--- src/rtl/rf_arb_pkg.sv ---
// Shared types for the register-file write-port arbiter.
package rf_arb_pkg;

    localparam int XLEN   = 32;
    localparam int REG_AW = 5;

    typedef struct packed {
        logic [REG_AW-1:0] rd;
        logic [XLEN-1:0]   data;
    } rf_wr_t;

    typedef enum logic [1:0] {IDLE, WAIT, HOLD} starve_state_t;

endpackage

--- src/rtl/rf_arb_fifo.sv ---
// Small synchronous FIFO of pending multi-cycle register writes.
module rf_arb_fifo
    import rf_arb_pkg::*;
#(
    parameter int DEPTH = 2
) (
    input  logic                   clk,
    input  logic                   rst,
    input  logic                   push,
    input  logic                   pop,
    input  rf_wr_t                 din,
    output logic                   full,
    output logic                   empty,
    output rf_wr_t                 head,
    output logic [$clog2(DEPTH):0] count
);

    localparam int AW = $clog2(DEPTH);

    // One extra pointer bit distinguishes full from empty when the indices match.
    logic [AW:0] wptr;
    logic [AW:0] rptr;
    rf_wr_t      mem [DEPTH];

    always_ff @(posedge clk) begin
        if (rst) begin
            wptr <= '0;
            rptr <= '0;
        end else begin
            if (push && !full)
                wptr <= wptr + 1'b1;
            if (pop && !empty)
                rptr <= rptr + 1'b1;
        end
    end

    always_ff @(posedge clk) begin
        if (push && !full)
            mem[wptr[AW-1:0]] <= din;
    end

    assign count = wptr - rptr;
    assign empty = (wptr == rptr);
    assign full  = (wptr[AW] != rptr[AW]) && (wptr[AW-1:0] == rptr[AW-1:0]);
    assign head  = mem[rptr[AW-1:0]];

endmodule

--- src/rtl/rf_write_arbiter.sv ---
// Shares the register-file write port between pipeline writeback and buffered
// multi-cycle results; tracks pending destinations and requests bubbles on starvation.
module rf_write_arbiter
    import rf_arb_pkg::*;
#(
    parameter int MC_DEPTH   = 2,
    parameter int STARVE_MAX = 4
) (
    input  logic              clk,
    input  logic              rst,
    input  logic              wb_valid,
    input  logic [REG_AW-1:0] wb_rd,
    input  logic [XLEN-1:0]   wb_data,
    input  logic              mc_valid,
    output logic              mc_ready,
    input  logic [REG_AW-1:0] mc_rd,
    input  logic [XLEN-1:0]   mc_data,
    input  logic              issue_valid,
    input  logic [REG_AW-1:0] issue_rd,
    input  logic [REG_AW-1:0] chk_rs1,
    input  logic [REG_AW-1:0] chk_rs2,
    input  logic [REG_AW-1:0] chk_rd,
    output logic              hazard,
    output logic              wb_hold,
    output logic              rf_we,
    output logic [REG_AW-1:0] rf_ad,
    output logic [XLEN-1:0]   rf_wd
);

    localparam int CW = $clog2(MC_DEPTH) + 1;
    localparam int SW = $clog2(STARVE_MAX + 1);
    localparam int NREG = 2 ** REG_AW;

    logic          push;
    logic          pop;
    logic          full;
    logic          empty;
    logic          blocked;
    rf_wr_t        mc_wr;
    rf_wr_t        head;
    logic [CW-1:0] count;
    logic [CW-1:0] count_n;

    assign mc_wr    = '{rd: mc_rd, data: mc_data};
    assign mc_ready = !full;
    assign push     = mc_valid && mc_ready;
    assign pop      = !wb_valid && !empty;
    assign blocked  = wb_valid && !empty;
    assign count_n  = count + CW'(push) - CW'(pop);

    rf_arb_fifo #(.DEPTH(MC_DEPTH)) u_fifo (
        .clk   (clk),
        .rst   (rst),
        .push  (push),
        .pop   (pop),
        .din   (mc_wr),
        .full  (full),
        .empty (empty),
        .head  (head),
        .count (count)
    );

    // Write port: writeback first, otherwise drain the FIFO head.
    always_ff @(posedge clk) begin
        if (rst) begin
            rf_we <= 1'b0;
            rf_ad <= '0;
            rf_wd <= '0;
        end else if (wb_valid) begin
            rf_we <= (wb_rd != '0);
            rf_ad <= wb_rd;
            rf_wd <= wb_data;
        end else if (!empty) begin
            rf_we <= (head.rd != '0);
            rf_ad <= head.rd;
            rf_wd <= head.data;
        end else begin
            rf_we <= 1'b0;
        end
    end

    logic [NREG-1:0] pending;
    logic [NREG-1:0] pending_n;

    // A fresh issue to the register being drained keeps it pending.
    always_comb begin
        pending_n = pending;
        if (pop)
            pending_n[head.rd] = 1'b0;
        if (issue_valid && issue_rd != '0)
            pending_n[issue_rd] = 1'b1;
        pending_n[0] = 1'b0;
    end

    always_ff @(posedge clk) begin
        if (rst)
            pending <= '0;
        else
            pending <= pending_n;
    end

    assign hazard = ((chk_rs1 != '0) && pending[chk_rs1]) ||
                    ((chk_rs2 != '0) && pending[chk_rs2]) ||
                    ((chk_rd  != '0) && pending[chk_rd]);

    starve_state_t state;
    starve_state_t state_n;
    logic [SW-1:0] cnt;
    logic [SW-1:0] cnt_n;

    always_comb begin
        state_n = state;
        cnt_n   = cnt;
        if (pop)
            cnt_n = '0;
        else if (blocked && cnt != SW'(STARVE_MAX))
            cnt_n = cnt + 1'b1;

        if (count_n == '0) begin
            state_n = IDLE;
            cnt_n   = '0;
        end else begin
            case (state)
                IDLE, WAIT: state_n = (cnt_n >= SW'(STARVE_MAX)) ? HOLD : WAIT;
                HOLD:       state_n = pop ? WAIT : HOLD;
                default:    state_n = IDLE;
            endcase
        end
    end

    always_ff @(posedge clk) begin
        if (rst) begin
            state <= IDLE;
            cnt   <= '0;
        end else begin
            state <= state_n;
            cnt   <= cnt_n;
        end
    end

    assign wb_hold = (state == HOLD);

endmodule

--- config.mk ---
export PLATFORM = sky130hd
export DESIGN_NAME = rf_write_arbiter
export DESIGN_NICKNAME = d
export VERILOG_FILES = /design/src/rtl/rf_arb_pkg.sv /design/src/rtl/rf_arb_fifo.sv /design/src/rtl/rf_write_arbiter.sv
export SDC_FILE = /design/constraint.sdc
export NUM_CORES = 1
export LEC_CHECK = 0
export CELL_PAD_IN_SITES_DETAIL_PLACEMENT = 1
export CELL_PAD_IN_SITES_GLOBAL_PLACEMENT = 1
export CORE_ASPECT_RATIO = 0.9
export CORE_UTILIZATION = 25
export CTS_BUF_LIST = sky130_fd_sc_hd__clkbuf_16
export DETAILED_ROUTE_END_ITERATION = 16
export GPL_ROUTABILITY_DRIVEN = 0
export PLACE_DENSITY = 0.65
export SLEW_MARGIN = 20
export SYNTH_ARGS = -nofsm -noshare
export SYNTH_HDL_FRONTEND = slang
export SYNTH_HIERARCHICAL = 1
export SYNTH_SLANG_ARGS = --single-unit
--- constraint.sdc ---
create_clock -name clk -period 6.2 [get_ports clk]
set_clock_uncertainty 0.15 [all_clocks]
set_input_delay 1.86 -clock clk [delete_from_list [all_inputs] [get_ports clk]]
set_output_delay 1.86 -clock clk [all_outputs]
set_load 0.01 [all_outputs]
==> metrics.log <==
[metrics] count of flip-flops with a built-in enable after synthesis: 74
[metrics] violation count after the first detailed-routing iteration: 252
[metrics] commonest cells in the netlist: sky130_fd_sc_hd__nor2_1 (91), sky130_fd_sc_hd__a21oi_1 (83), sky130_fd_sc_hd__dfxtp_1 (79)
[metrics] Port Buffers: 139
[metrics] overall power: 3.48 mW
[metrics] clock latency on the worst-skew pair: 420 ps
[metrics] maximum frequency from static timing analysis: 164 MHz
[metrics] largest incremental delay on the critical path: 560 ps
[metrics] largest driver fanout on the critical path: 3
[metrics] synthesized area: 7100 um2
[metrics] H-tree lvl count: 4
[metrics] warnings from Yosys: 6
[metrics] Routed WL: 20.0 mm
[metrics] parity-gate share of the synthesized area counting xor and xnor cells: 0.493%
[metrics] Max IR drop VDD: 0.177 mV
[metrics] routed wirelength normalized by instance count: 17.2 um
[metrics] top cells by area, synth: sky130_fd_sc_hd__edfxtp_1 (31%), sky130_fd_sc_hd__dfxtp_1 (22%), sky130_fd_sc_hd__mux2i_1 (7.8%), sky130_fd_sc_hd__mux2_2 (6.2%), sky130_fd_sc_hd__a21oi_1 (5.8%)
[metrics] type of element launching the critical path: input pin
[metrics] R2R setup slack: 2460 ps
[metrics] count of TritonRoute iterations in the first routing pass: 12
[metrics] crit end category: output port
[metrics] fraction of the yosys area taken by sequential cells: 53.5%
[metrics] area added between synthesis and finish: 33.5%
[metrics] number of storage elements in the synthesis netlist: 153
[metrics] power per standard cell area: 367 nW/um2
[metrics] violations in the final reports: design-rule violations
[metrics] final count of pins violating max slew: 0
[metrics] LEAKAGE: 3.48 nW
[metrics] number of placement rows: 58
[metrics] Adder-Cell Fraction of Synth Area: 0.881%
[metrics] result of the run: finished, violations left
[metrics] share of flip-flops with an asynchronous set or reset: 0%
[metrics] clock root cell: sky130_fd_sc_hd__clkbuf_16
[metrics] maximum number of pins on one net before global-route repair: 81
[metrics] primary flip-flop cell chosen by synthesis mapping: sky130_fd_sc_hd__dfxtp_1
[metrics] most frequent CP cell: sky130_fd_sc_hd__clkdlybuf4s50_1
[metrics] number of maximum-capacitance violations: 0
[metrics] nets@finish: 893
[metrics] number of global-route vias before repair: 5655
[metrics] antenna violations before repair: 0
[metrics] number of distinct library cells after synthesis: 45
[metrics] share of cells above drive strength 1: 13.7%
[metrics] estimated wirelength of the detail-placed design: 13.9 mm
[metrics] area fraction in and, or, nand and nor cells after synthesis: 12.4%
[metrics] kind of cell adding the most delay to the critical path: buffers and inverters
[metrics] crit path from: chk_rs2[2]
[metrics] height of the chip: 162 um
[metrics] Gate Count Post-Synth: 652
[metrics] worst slew margin relative to its limit: 31.4%
[metrics] total setup buffers inserted after CTS: 0
[metrics] Remaining Overflow, GRT: 0
[metrics] Tightest Hold Check Type: reg2reg
[metrics] final cycle utilization of the critical path: 98.4%
[metrics] HP Start: pending[15]
[metrics] detailed-route vias per instance: 4.65
[metrics] slowest stage cell, crit path: sky130_fd_sc_hd__mux4_1
[metrics] transition time of the tightest slew-check pin: 1030 ps
[metrics] largest family of logic cells by synthesized area: multiplexers
[metrics] buffers from clock root to sink, at most: 2
[metrics] Cell Chain, Critical Path: clkdlybuf4s50_1, mux4_1, mux4_2, nand2_1, nand3_1, clkdlybuf4s50_1
[metrics] overall die width: 180 um
[metrics] all-layer global routing usage: 14.2%
[metrics] share of the synthesized area in the top cell type: 31.3%
[metrics] Final Hold Violating Endpoints: 0
[metrics] cts bufs inserted: 17
[metrics] clock net sink count: 153
[metrics] number of setup violations in the final report: 0
[metrics] count of vias placed by the detailed router: 5405
[metrics] post-route DRC violation count: 3
[metrics] worst path bufs/invs: 2
[metrics] antenna-violating nets left: 0
[metrics] most common cell in the synthesized netlist: sky130_fd_sc_hd__nor2_1
[metrics] initial core utilization: 25.4%
[metrics] ports placed on the boundary: 140
[metrics] clock tree from TritonCTS: done
[metrics] placeable core area: 27900 um2
[metrics] area enclosed by the die boundary: 29100 um2
[metrics] post-synthesis mux area share: 19.2%
[metrics] Synth Area in Compound Gates: 10.3%
[metrics] start of the worst register-to-register path: u_fifo/wptr[0]
[metrics] CP arrival: 4090 ps
[metrics] Avg Cell Area, Syn: 10.9 um2
[metrics] clock slew at reported path FFs: 70 ps
[metrics] data required time at the worst endpoint: 4190 ps
[metrics] Post-Syn Nets: 756
[metrics] fin crit period: 6100 ps
[metrics] setup repair after global routing missed its margin: false
[metrics] library cell with the largest summed area after synthesis: sky130_fd_sc_hd__edfxtp_1
[metrics] wire length of the first global-routing pass: 31.9 mm
[metrics] total negative slack for setup checks: 0 ps
[metrics] antenna diode instance count: 0
[metrics] critical path class: in2out
## registers in the layout, summed over array words and instances, names as in the netlist, named ones only
register and cells:
rf_ad 5, pending 31, state 2, u_fifo/rptr 2
u_fifo/mem 74, cnt 3, rf_wd 32, rf_we 1
u_fifo/wptr 2
## final cells by class
cell class / instances / area, um2
clock buffers: 17 / 425
clock inverters: 15 / 139
fillers: 3066 / 18500
inverters: 12 / 45.0
multi-input cells: 446 / 3080
flip-flops and latches: 153 / 3800
well taps: 360 / 450
repair buffers: 159 / 1540
## layout by cell type (no fill, tap or decap), types with 2 or more instances in the layout
master / n
sky130_fd_sc_hd__xnor2_1: 4
sky130_fd_sc_hd__mux2i_1: 55
sky130_fd_sc_hd__a31oi_1: 2
sky130_fd_sc_hd__inv_1: 13
sky130_fd_sc_hd__nand3_1: 11
sky130_fd_sc_hd__nand4_1: 4
sky130_fd_sc_hd__and3b_1: 3
sky130_fd_sc_hd__clkbuf_16: 17
sky130_fd_sc_hd__nand3b_1: 6
sky130_fd_sc_hd__buf_4: 20
sky130_fd_sc_hd__edfxtp_1: 74
sky130_fd_sc_hd__and3_1: 3
sky130_fd_sc_hd__a21oi_1: 83
sky130_fd_sc_hd__nor3b_1: 8
sky130_fd_sc_hd__nor2_1: 90
sky130_fd_sc_hd__mux4_1: 3
sky130_fd_sc_hd__nor2b_1: 5
sky130_fd_sc_hd__mux4_2: 13
sky130_fd_sc_hd__dfxtp_1: 78
sky130_fd_sc_hd__nor3_1: 3
sky130_fd_sc_hd__buf_2: 2
sky130_fd_sc_hd__o211ai_1: 2
sky130_fd_sc_hd__mux2_2: 39
sky130_fd_sc_hd__nand2_1: 44
sky130_fd_sc_hd__clkinvlp_4: 2
sky130_fd_sc_hd__a211oi_1: 2
sky130_fd_sc_hd__inv_6: 7
sky130_fd_sc_hd__or3b_2: 2
sky130_fd_sc_hd__nand2b_1: 2
sky130_fd_sc_hd__dlymetal6s2s_1: 3
sky130_fd_sc_hd__clkdlybuf4s50_1: 134
sky130_fd_sc_hd__a22oi_1: 4
sky130_fd_sc_hd__o21ai_0: 36
sky130_fd_sc_hd__or3_1: 2
sky130_fd_sc_hd__ha_1: 5
## layer usage
layer	track usage, %	share of wire, %	up-vias
met5	0	0	-
met4	4.74	1.3	0
met3	4.10	6.2	17
met2	22.5	46	120
met1	18.7	47	2616
li1	-	-	2652
## cell families (layout without fill, tap and decap cells)
family,after synthesis,in the layout
AOI/OAI and AO/OA,136,136
xor gates and xnor gates,4,4
adders and majority gates,5,5
buffers and inverters,53,203
DFF,153,153
muxes,110,110
and+or+nand+nor,191,191
## path summary, 6_finish.rpt
kind / endpoint / cells past startpoint
worst max-delay path: hazard / 6
worst min-delay path: pending[15] / 2
worst max register to register: state[1] / 12
worst min register to register: pending[15] / 2
## where the power goes
part	internal (mW)	switching [mW]	leakage (nW)
Clock	0.561	0.440	0.277
Sequential	1.28	0.0933	1.34
Combinational	0.516	0.589	1.86
## what timing repair did
item / 4_1_cts / 5_1_grt
hold buffers: 0 / 0
setup endpoints to repair: 0 / 1
resized for setup: 0 / 3
## through the flow
stage          utilization [%]  std cells  hold slack [ps]  area (um2)  worst slack, ps
5_1_grt                   33.9       1162              403        9480             53.3
6_report                  33.9       1162              373        9480             96.2
3_5_place_dp              31.9       1130              363        8910             58.4
4_1_cts                   33.9       1162              374        9480             50.4
3_3_place_gp              31.9       1130              346        8910             89.6
2_1_floorplan                -        652              317        7100              636
## tightest hold or removal path: stages, from the launching register on
cell and delay [ps]:
sky130_fd_sc_hd__dfxtp_1 340, sky130_fd_sc_hd__o21ai_0 80, sky130_fd_sc_hd__a21oi_1 60
(Power assumes the default switching activity.)
